===== config.mk =====
export PLATFORM = sky130hd
export DESIGN_NAME = uart_rx_os
export DESIGN_NICKNAME = d
export VERILOG_FILES = /design/src/rtl/uart_rx_os.sv
export SDC_FILE = /design/constraint.sdc
export NUM_CORES = 1
export LEC_CHECK = 0
export BUFFER_PORTS_ARGS = -buffer_cell sky130_fd_sc_hd__clkbuf_2
export CAP_MARGIN = 20
export CORE_MARGIN = 3
export CORE_UTILIZATION = 40
export CTS_CLUSTER_SIZE = 24
export DETAILED_ROUTE_END_ITERATION = 12
export GPL_TIMING_DRIVEN = 0
export PLACE_DENSITY = 0.67
export SETUP_SLACK_MARGIN = 0.1
export SYNTH_ARGS = -nofsm -noshare
export SYNTH_HDL_FRONTEND = slang
export SYNTH_SLANG_ARGS = --single-unit

===== constraint.sdc =====
create_clock -name i_clk -period 4.9 [get_ports i_clk]
set_clock_uncertainty 0.2 [all_clocks]
set_input_delay 0.735 -clock i_clk [delete_from_list [all_inputs] [get_ports i_clk]]
set_output_delay 0.735 -clock i_clk [all_outputs]
set_load 0.005 [all_outputs]

===== src/rtl/uart_rx_os.sv =====
// Oversampling UART receiver: internal baud tick, 3-sample majority vote,
// start-glitch rejection, run-time parity/stop modes, break detect, valid/ready output.
module uart_rx_os #(
  parameter int DataLength = 8,
  parameter int Oversample = 16,
  parameter int DivWidth   = 16,
  parameter int SyncStages = 2
) (
  input  logic                  i_clk,
  input  logic                  i_rst,
  input  logic                  i_rx,
  input  logic [DivWidth-1:0]   i_clk_div,
  input  logic                  i_parity_en,
  input  logic                  i_parity_odd,
  input  logic                  i_two_stop,
  output logic [DataLength-1:0] o_data,
  output logic                  o_valid,
  input  logic                  i_ready,
  output logic                  o_parity_error,
  output logic                  o_frame_error,
  output logic                  o_break,
  output logic                  o_overrun,
  output logic                  o_busy
);

  localparam int OsW  = $clog2(Oversample);
  localparam int BitW = $clog2(DataLength);

  localparam logic [OsW-1:0]  OsMidLo = OsW'(Oversample / 2 - 1);
  localparam logic [OsW-1:0]  OsMid   = OsW'(Oversample / 2);
  localparam logic [OsW-1:0]  OsMidHi = OsW'(Oversample / 2 + 1);
  localparam logic [OsW-1:0]  OsLast  = OsW'(Oversample - 1);
  localparam logic [BitW-1:0] BitLast = BitW'(DataLength - 1);

  typedef enum logic [2:0] {
    S_IDLE,
    S_START,
    S_DATA,
    S_PARITY,
    S_STOP1,
    S_STOP2,
    S_DONE,
    S_RECOVER
  } state_t;

  state_t state, state_next;

  logic [SyncStages-1:0] sync_q;
  logic                  rxs;

  logic [DivWidth-1:0]   div_q;
  logic                  par_en_q;
  logic                  par_odd_q;
  logic                  two_stop_q;

  logic [DivWidth-1:0]   tick_cnt;
  logic [OsW-1:0]        os_cnt;
  logic                  tick;
  logic                  decide;
  logic                  bit_end;

  logic                  s_lo;
  logic                  s_mid;
  logic                  bit_val;

  logic [BitW-1:0]       bit_cnt;
  logic [DataLength-1:0] shreg;
  logic                  par_err_q;
  logic                  par_bit_q;
  logic                  frame_err_q;

  logic                  start_entry;
  logic                  is_break;
  logic                  handshake;

  always_ff @(posedge i_clk or posedge i_rst) begin
    if (i_rst) begin
      sync_q <= '1;
    end else begin
      sync_q <= {sync_q[SyncStages-2:0], i_rx};
    end
  end

  assign rxs         = sync_q[SyncStages-1];
  assign start_entry = (state == S_IDLE) && !rxs;
  assign o_busy      = (state != S_IDLE);

  // Frame configuration is captured on the falling start edge so mid-frame changes cannot corrupt it.
  always_ff @(posedge i_clk or posedge i_rst) begin
    if (i_rst) begin
      div_q      <= '0;
      par_en_q   <= 1'b0;
      par_odd_q  <= 1'b0;
      two_stop_q <= 1'b0;
    end else if (start_entry) begin
      div_q      <= i_clk_div;
      par_en_q   <= i_parity_en;
      par_odd_q  <= i_parity_odd;
      two_stop_q <= i_two_stop;
    end
  end

  assign tick    = (state != S_IDLE) && (tick_cnt == div_q);
  assign decide  = tick && (os_cnt == OsMidHi);
  assign bit_end = tick && (os_cnt == OsLast);

  always_ff @(posedge i_clk or posedge i_rst) begin
    if (i_rst) begin
      tick_cnt <= '0;
      os_cnt   <= '0;
    end else if (state == S_IDLE) begin
      tick_cnt <= '0;
      os_cnt   <= '0;
    end else if (tick) begin
      tick_cnt <= '0;
      os_cnt   <= (os_cnt == OsLast) ? '0 : os_cnt + OsW'(1);
    end else begin
      tick_cnt <= tick_cnt + DivWidth'(1);
    end
  end

  // The third vote is the live sample taken on the decision tick itself.
  assign bit_val = (s_lo & s_mid) | (s_lo & rxs) | (s_mid & rxs);

  assign is_break = (state == S_STOP1) && decide && !bit_val &&
                    (shreg == '0) && (!par_en_q || !par_bit_q);

  always_ff @(posedge i_clk or posedge i_rst) begin
    if (i_rst) begin
      state <= S_IDLE;
    end else begin
      state <= state_next;
    end
  end

  always_comb begin
    state_next = state;
    case (state)
      S_IDLE: begin
        if (!rxs) state_next = S_START;
      end
      S_START: begin
        if (decide && bit_val) state_next = S_IDLE;
        else if (bit_end)      state_next = S_DATA;
      end
      S_DATA: begin
        if (bit_end && (bit_cnt == BitLast)) state_next = par_en_q ? S_PARITY : S_STOP1;
      end
      S_PARITY: begin
        if (bit_end) state_next = S_STOP1;
      end
      S_STOP1: begin
        if (is_break)                  state_next = S_RECOVER;
        else if (two_stop_q && bit_end) state_next = S_STOP2;
        else if (!two_stop_q && decide) state_next = S_DONE;
      end
      S_STOP2: begin
        if (decide) state_next = S_DONE;
      end
      S_DONE: begin
        state_next = rxs ? S_IDLE : S_RECOVER;
      end
      S_RECOVER: begin
        if (rxs) state_next = S_IDLE;
      end
      default: state_next = S_IDLE;
    endcase
  end

  always_ff @(posedge i_clk or posedge i_rst) begin
    if (i_rst) begin
      s_lo        <= 1'b0;
      s_mid       <= 1'b0;
      bit_cnt     <= '0;
      shreg       <= '0;
      par_err_q   <= 1'b0;
      par_bit_q   <= 1'b0;
      frame_err_q <= 1'b0;
    end else begin
      if (start_entry) begin
        bit_cnt     <= '0;
        shreg       <= '0;
        par_err_q   <= 1'b0;
        par_bit_q   <= 1'b0;
        frame_err_q <= 1'b0;
      end
      if (tick && (os_cnt == OsMidLo)) s_lo  <= rxs;
      if (tick && (os_cnt == OsMid))   s_mid <= rxs;
      if (decide) begin
        case (state)
          S_DATA:   shreg <= {bit_val, shreg[DataLength-1:1]};
          S_PARITY: begin
            par_err_q <= (^shreg) ^ bit_val ^ par_odd_q;
            par_bit_q <= bit_val;
          end
          S_STOP1:  frame_err_q <= !bit_val;
          S_STOP2:  frame_err_q <= frame_err_q | !bit_val;
          default:  ;
        endcase
      end
      if (bit_end && (state == S_DATA) && (bit_cnt != BitLast)) begin
        bit_cnt <= bit_cnt + BitW'(1);
      end
    end
  end

  assign handshake = o_valid && i_ready;

  // A word finishing while the previous one is still unaccepted is dropped and flagged as overrun.
  always_ff @(posedge i_clk or posedge i_rst) begin
    if (i_rst) begin
      o_data         <= '0;
      o_valid        <= 1'b0;
      o_parity_error <= 1'b0;
      o_frame_error  <= 1'b0;
      o_overrun      <= 1'b0;
      o_break        <= 1'b0;
    end else begin
      o_break <= is_break;
      if (state == S_DONE) begin
        if (!o_valid || i_ready) begin
          o_data         <= shreg;
          o_parity_error <= par_err_q;
          o_frame_error  <= frame_err_q;
          o_valid        <= 1'b1;
          if (handshake) o_overrun <= 1'b0;
        end else begin
          o_overrun <= 1'b1;
        end
      end else if (handshake) begin
        o_valid   <= 1'b0;
        o_overrun <= 1'b0;
      end
    end
  end

endmodule


---- After elaboration in Yosys (flattened, before gate mapping) ----
Cells that the tools add are included.
storage, ports and cells
  input bits .............................. 23
  logic and storage cells ................. 127
  flip-flop bits (word level) ............. 73
  output and inout port bits .............. 14
operators by class
  mux-type cells .......................... 38
  reduce and logical (&&, ||, !) cells .... 35
  equality and inequality tests ........... 22
  add/sub/neg operators ................... 3
  bitwise operators ....................... 8
operators by type and width
  operator                                              count
  2-to-1 mux 3 bit                                      14
  2-to-1 mux 16 bit                                     2
  2-to-1 mux 8 bit                                      3
  one-hot mux 3 bit (8 select lines)                    1
  logical AND 1 bit                                     17
  adder 16 x 1 -> 16 bit (second input constant)        1
  equality test 16 bit                                  1
  equality test 3 bit (second input constant)           5
  2-to-1 mux 1 bit                                      14
  equality test 4 bit (second input constant)           3
  2-to-1 mux 4 bit                                      3
  != test 2 bit (second input constant)                 5
  logical NOT 8 bit                                     1
  parity 8 bit                                          1
  AND reduction 7 bit                                   1
  equality test 3 x 2 -> 1 bit (second input constant)  2
  logical NOT 1 bit                                     6
  != test 3 bit (second input constant)                 2
  nonzero test 2 bit                                    3
  adder 4 x 1 -> 4 bit (second input constant)          1
  equality test 4 x 3 -> 1 bit (second input constant)  1
  != test 4 x 2 -> 1 bit (second input constant)        1
  AND reduction 2 bit                                   2
  adder 3 x 1 -> 3 bit (second input constant)          1
  other kinds (9)                                       15

---- Longest topological paths before layout ----
  word-level depth ........................ 9
  mapped depth ............................ 9

---- Worst setup path before layout ----
No wires, ideal clock.
  path type ............................... reg-to-reg
  start point ............................. register s_lo
  end point ............................... register state[0]
  data required time ...................... 4.573 ns
  setup slack ............................. 2.313 ns
  setup time .............................. 0.127 ns
  stages on the path, launching flop included .. 8
  buffers on the path ..................... 0
  arrival time ............................ 2.260 ns
  cell sequence ........................... dfrtp_1 > maj3_2 > a211o_1 > o41ai_2 > a311oi_1 > or4_4 > a21oi_2 > mux2_1
between the ends
  cells in the longest elaborated chain, start to end .. 9
ends and longest elaborated chain
  element                                                                                            line  text
  start: declaration                                                                                 62    logic s_lo;
  start signal: assignment                                                                           187   if (tick && (os_cnt == OsMidLo)) s_lo <= rxs;
  AND 1 bit                                                                                          123   assign bit_val = (s_lo & s_mid) | (s_lo & rxs) | (s_mid & rxs);
  OR 1 bit * (2 in a row)                                                                            123
  logical NOT 1 bit                                                                                  125   assign is_break = (state == S_STOP1) && decide && !bit_val &&
  logical AND 1 bit (2 in a row)                                                                     125
  logical AND 1 bit                                                                                  126   (shreg == '0) && (!par_en_q || !par_bit_q);
  != test 4 x 2 -> 1 bit (no source line) / 2-to-1 mux 3 bit (equally long branches)                 -
  AND reduction 7 bit (no source line) / one-hot mux 3 bit (8 select lines) (equally long branches)  -
  end signal: assignment                                                                             132   state <= state_next;
  end: declaration                                                                                   46    state_t state, state_next;
Every way passes the cells marked *; elsewhere a longest branch is shown, timed or not.
A chain may end at the register's enable or synchronous reset.

---- Worst setup path in the final report ----
  start point ............................. register tick_cnt[2]
  end point ............................... register shreg[7]
between the ends
  cells in the longest elaborated chain, start to end .. 4
ends and longest elaborated chain
  element                   line  text
  start: declaration        56    logic [DivWidth-1:0] tick_cnt;
  start signal: assignment  118   tick_cnt <= tick_cnt + DivWidth'(1);
  equality test 16 bit      103   assign tick = (state != S_IDLE) && (tick_cnt == div_q);
  logical AND 1 bit         103
  logical AND 1 bit         104   assign decide = tick && (os_cnt == OsMidHi);
  2-to-1 mux 8 bit          189   if (decide) begin
  end signal: assignment    191   S_DATA: shreg <= {bit_val, shreg[DataLength-1:1]};
  end: declaration          67    logic [DataLength-1:0] shreg;
No other way between the ends.

==> summary.md <==
| Metric | Value |
|---|---|
| Synth cell count leaders | 75 x nand2_1, 71 x dfrtp_1, 26 x nor2_1 |
| Final Hold Viols | 0 |
| Initial drt markers | 105 |
| Largest net degree at the start of global routing | 74 |
| Via/cell ratio | 5.047 |
| Drt wl/cell | 13.47 um |
| Antenna cells | 0 |
| Crit Path Max Fanout | 10 |
| Fin crit share | 57.28% |
| Post-synthesis cell type count | 43 |
| Hold_buf cts | 0 |
| DPL Wire Length | 5008 um |
| Worst-path cell chain | xnor2_1, nand4_1, nor4_4, nand3_1, nor2_1, clkbuf_1, nand2_1, o31ai_1 |
| CTS max path bufs | 2 |
| Avg Inst Size Synth | 9.919 um^2 |
| Fmax achieved | 356.3 MHz |
| PD cells | 289.2 nW/um^2 |
| Worst r2r src | tick_cnt[2]$_DFF_PP0_ |
| Worst Reg-to-Reg Cells | 8 |
| #FFs+latches synth | 73 |
| Die Y | 100.4 um |
| Worst VDD drop | 0.0001677 V |
| Count leader, synth | nand2_1 |
| Crit Path Category | flop to flop |
| Rows | 33 |
| Crit. End Element | flop |
| RSZ-0062 raised after global routing | no |
| Root Driver | clkbuf_8 |
| Max Cap Viol | 0 |
| Arr. time, crit path | 2.85 ns |
| Slowest cell on crit path | nor4_4 |
| First-pass GRT wire length | 12030 um |
| CTS tree | done |
| Vias | 2604 |
| Nets | 439 |
| DRT antenna net count | 0 |
| Worst path required time | 4.95 ns |
| First-pass DRT Iterations | 4 |
| Num ports | 37 |
| Worst hold start | sync_q[0]$_DFF_PP1_ |
| # fillers | 799 |
| DIE WIDTH | 100.4 um |
| Simple-gate area share of the yosys netlist | 19.11% |
| Largest family of logic cells by synthesized area | simple AND/OR/NAND/NOR gates |
| Final setup viols | 0 |
| Sum Neg Setup Slack | 0 ns |
| Area contributors post-synth | dfrtp_1 50%, nand2_1 7.9%, xnor2_1 5.9%, mux2_2 4.7%, ha_1 3.5% |
| H-tree levels | 3 |
| Synth Area in Compound Gates | 8.257% |
| WHS | 0.1573 ns |
| Initial antenna violation count | 0 |
| Xor and xnor area share after synthesis | 8.609% |
| Pins Over Slew Limit | 0 |
| Post-synth top flop | dfrtp_1 |
| Hold Path Stages | 0 |
| Total CTS buffers | 9 |
| Residual DRC count | 0 |
| Worst Hold Class | flop to flop |
| Global route overflow | 0 |
| Core ar. | 8423 um^2 |
| GRT Total Usage | 15.15% |
| Critical path launch point type | flop |
| Post-cts resize count | 0 |
| FFs w/ async S/R, synth | 100.0% |
| Sequential share of the synthesized area | 51.37% |
| Post-Syn Instances | 359 |
| Post-synthesis to final-layout area growth | 14.05% |
| Slowest stage delay, CP | 0.51 ns |
| Slew margin rel. | 39.52% |
| Setup bufs post-CTS | 0 |
| Multiplexer area fraction after synthesis | 5.341% |
| Post-synth top area share | 49.89% |
| Worst-Skew Late Latency | 0.34 ns |
| Routed WL | 6949 um |
| Vias in the first global route | 2594 |
| Port Buf Inserts | 36 |
| Share of cells above drive strength 1 | 19.22% |
| Syn nets | 392 |
| GPL Wtd Cong | 0.8931 |
| Worst-Margin Slew | 0.9072 ns |
| Status | completed |
| P_leak | 1.907 nW |
| Initial Util | 42.28% |
| Die ar. | 10070 um^2 |
| Ys Warns | 0 |
| Worst setup path start | tick_cnt[2]$_DFF_PP0_ |
| Post-synth EDFFs | 0 |
| Pre-CTS WS | 2.079 ns |
| Synth Area in Adders | 3.830% |
| Fin crit period | 2.806 ns |
| Synth Cell Area | 3561 um^2 |
| Largest area contributor in the netlist | dfrtp_1 |
| PnR worst setup slack | 2.094 ns |
| Clock transition at path regs | 0.07 ns |
| Clock sink count | 73 |
## path summary, 6_finish.rpt
kind                                          endpoint  slack, ns
worst max-delay path                shreg[7]$_DFF_PP0_       2.09
worst min-delay path               sync_q[1]$_DFF_PP1_       0.16
worst max register to register      shreg[7]$_DFF_PP0_       2.09
worst min register to register     sync_q[1]$_DFF_PP1_       0.16
max in group asynchronous       tick_cnt[13]$_DFF_PP0_       3.56
min in group asynchronous        o_data[7]$_DFFE_PP0P_       0.37
## critical path: cells and delay by family, from the launching register on
| family | cells | cell delay (ns) |
|---|---|---|
| AOI/OAI and AO/OA | 1 | 0.08 |
| xor gates and xnor gates | 1 | 0.18 |
| DFF | 1 | 0.44 |
| buffers and inverters | 1 | 0.39 |
| and+or+nand+nor | 5 | 1.42 |
## report_power, final
group | total, W | internal (W) | switching [W]
sequential | 0.000652 | 0.000627 | 0.0000252
clock | 0.000451 | 0.000233 | 0.000218
combinational | 0.0000713 | 0.0000358 | 0.0000354
## stage by stage
| stage | power, W | util [%] | area [um^2] | cells |
|---|---|---|---|---|
| global route | 0.001231 | 48.22 | 4061 | 516 |
| floorplan | 0.0007125 | - | 3561 | 359 |
| CTS | 0.001190 | 48.22 | 4061 | 516 |
| global placement | 0.0007359 | 45.97 | 3872 | 500 |
| detailed placement | 0.0007374 | 46.00 | 3875 | 500 |
| finish | 0.001175 | 48.22 | 4061 | 516 |
## final cells by class
class	instances	area, um^2	share of cell area, %
buffer	13	52.55	1.294
clock inverter	6	58.81	1.448
timing repair buffer	36	180.2	4.436
multi-input combinational	254	1608	39.59
clock buffer	10	127.6	3.142
sequential	73	1829	45.04
inverter	19	73.82	1.818
tap	105	131.4	3.235
## per-layer routing
layer	share of wire (%)	vias to the layer above	GRT usage [%]
met3	3.8	13	3.544
met2	49	56	25.13
met5	0	-	0
met4	2.1	0	6.425
met1	45	1229	18.93
li1	-	1306	-
## registers in the layout, indices dropped and copies added, names as in the netlist, 2 cells and up
register,flops
bit_cnt,3
state,3
tick_cnt,16
o_data,8
shreg,8
div_q,16
os_cnt,4
sync_q,2
## cell families after synthesis
group           count (synthesis)
xor+xnor                       35
mux                            17
compound gates                 43
flops                          73
buf+inv                        32
fa+ha+maj                      11
simple gates                  148
## cells in the final DEF (no fill, tap or decap), types with 4 or more instances in the layout
cell type and instances:
mux2_2 15, o21ai_0 12, ha_1 10, clkbuf_8 9, clkbuf_1 11, inv_1 18
xnor2_1 24, dfrtp_1 71, clkbuf_2 36, nand4_1 9, nand3_1 15, nand2_1 75
xor2_1 11, and3_1 4, nor2_1 26, clkinv_2 4, a21oi_1 7, o31ai_1 11
Power figures use the tool's default switching activity.
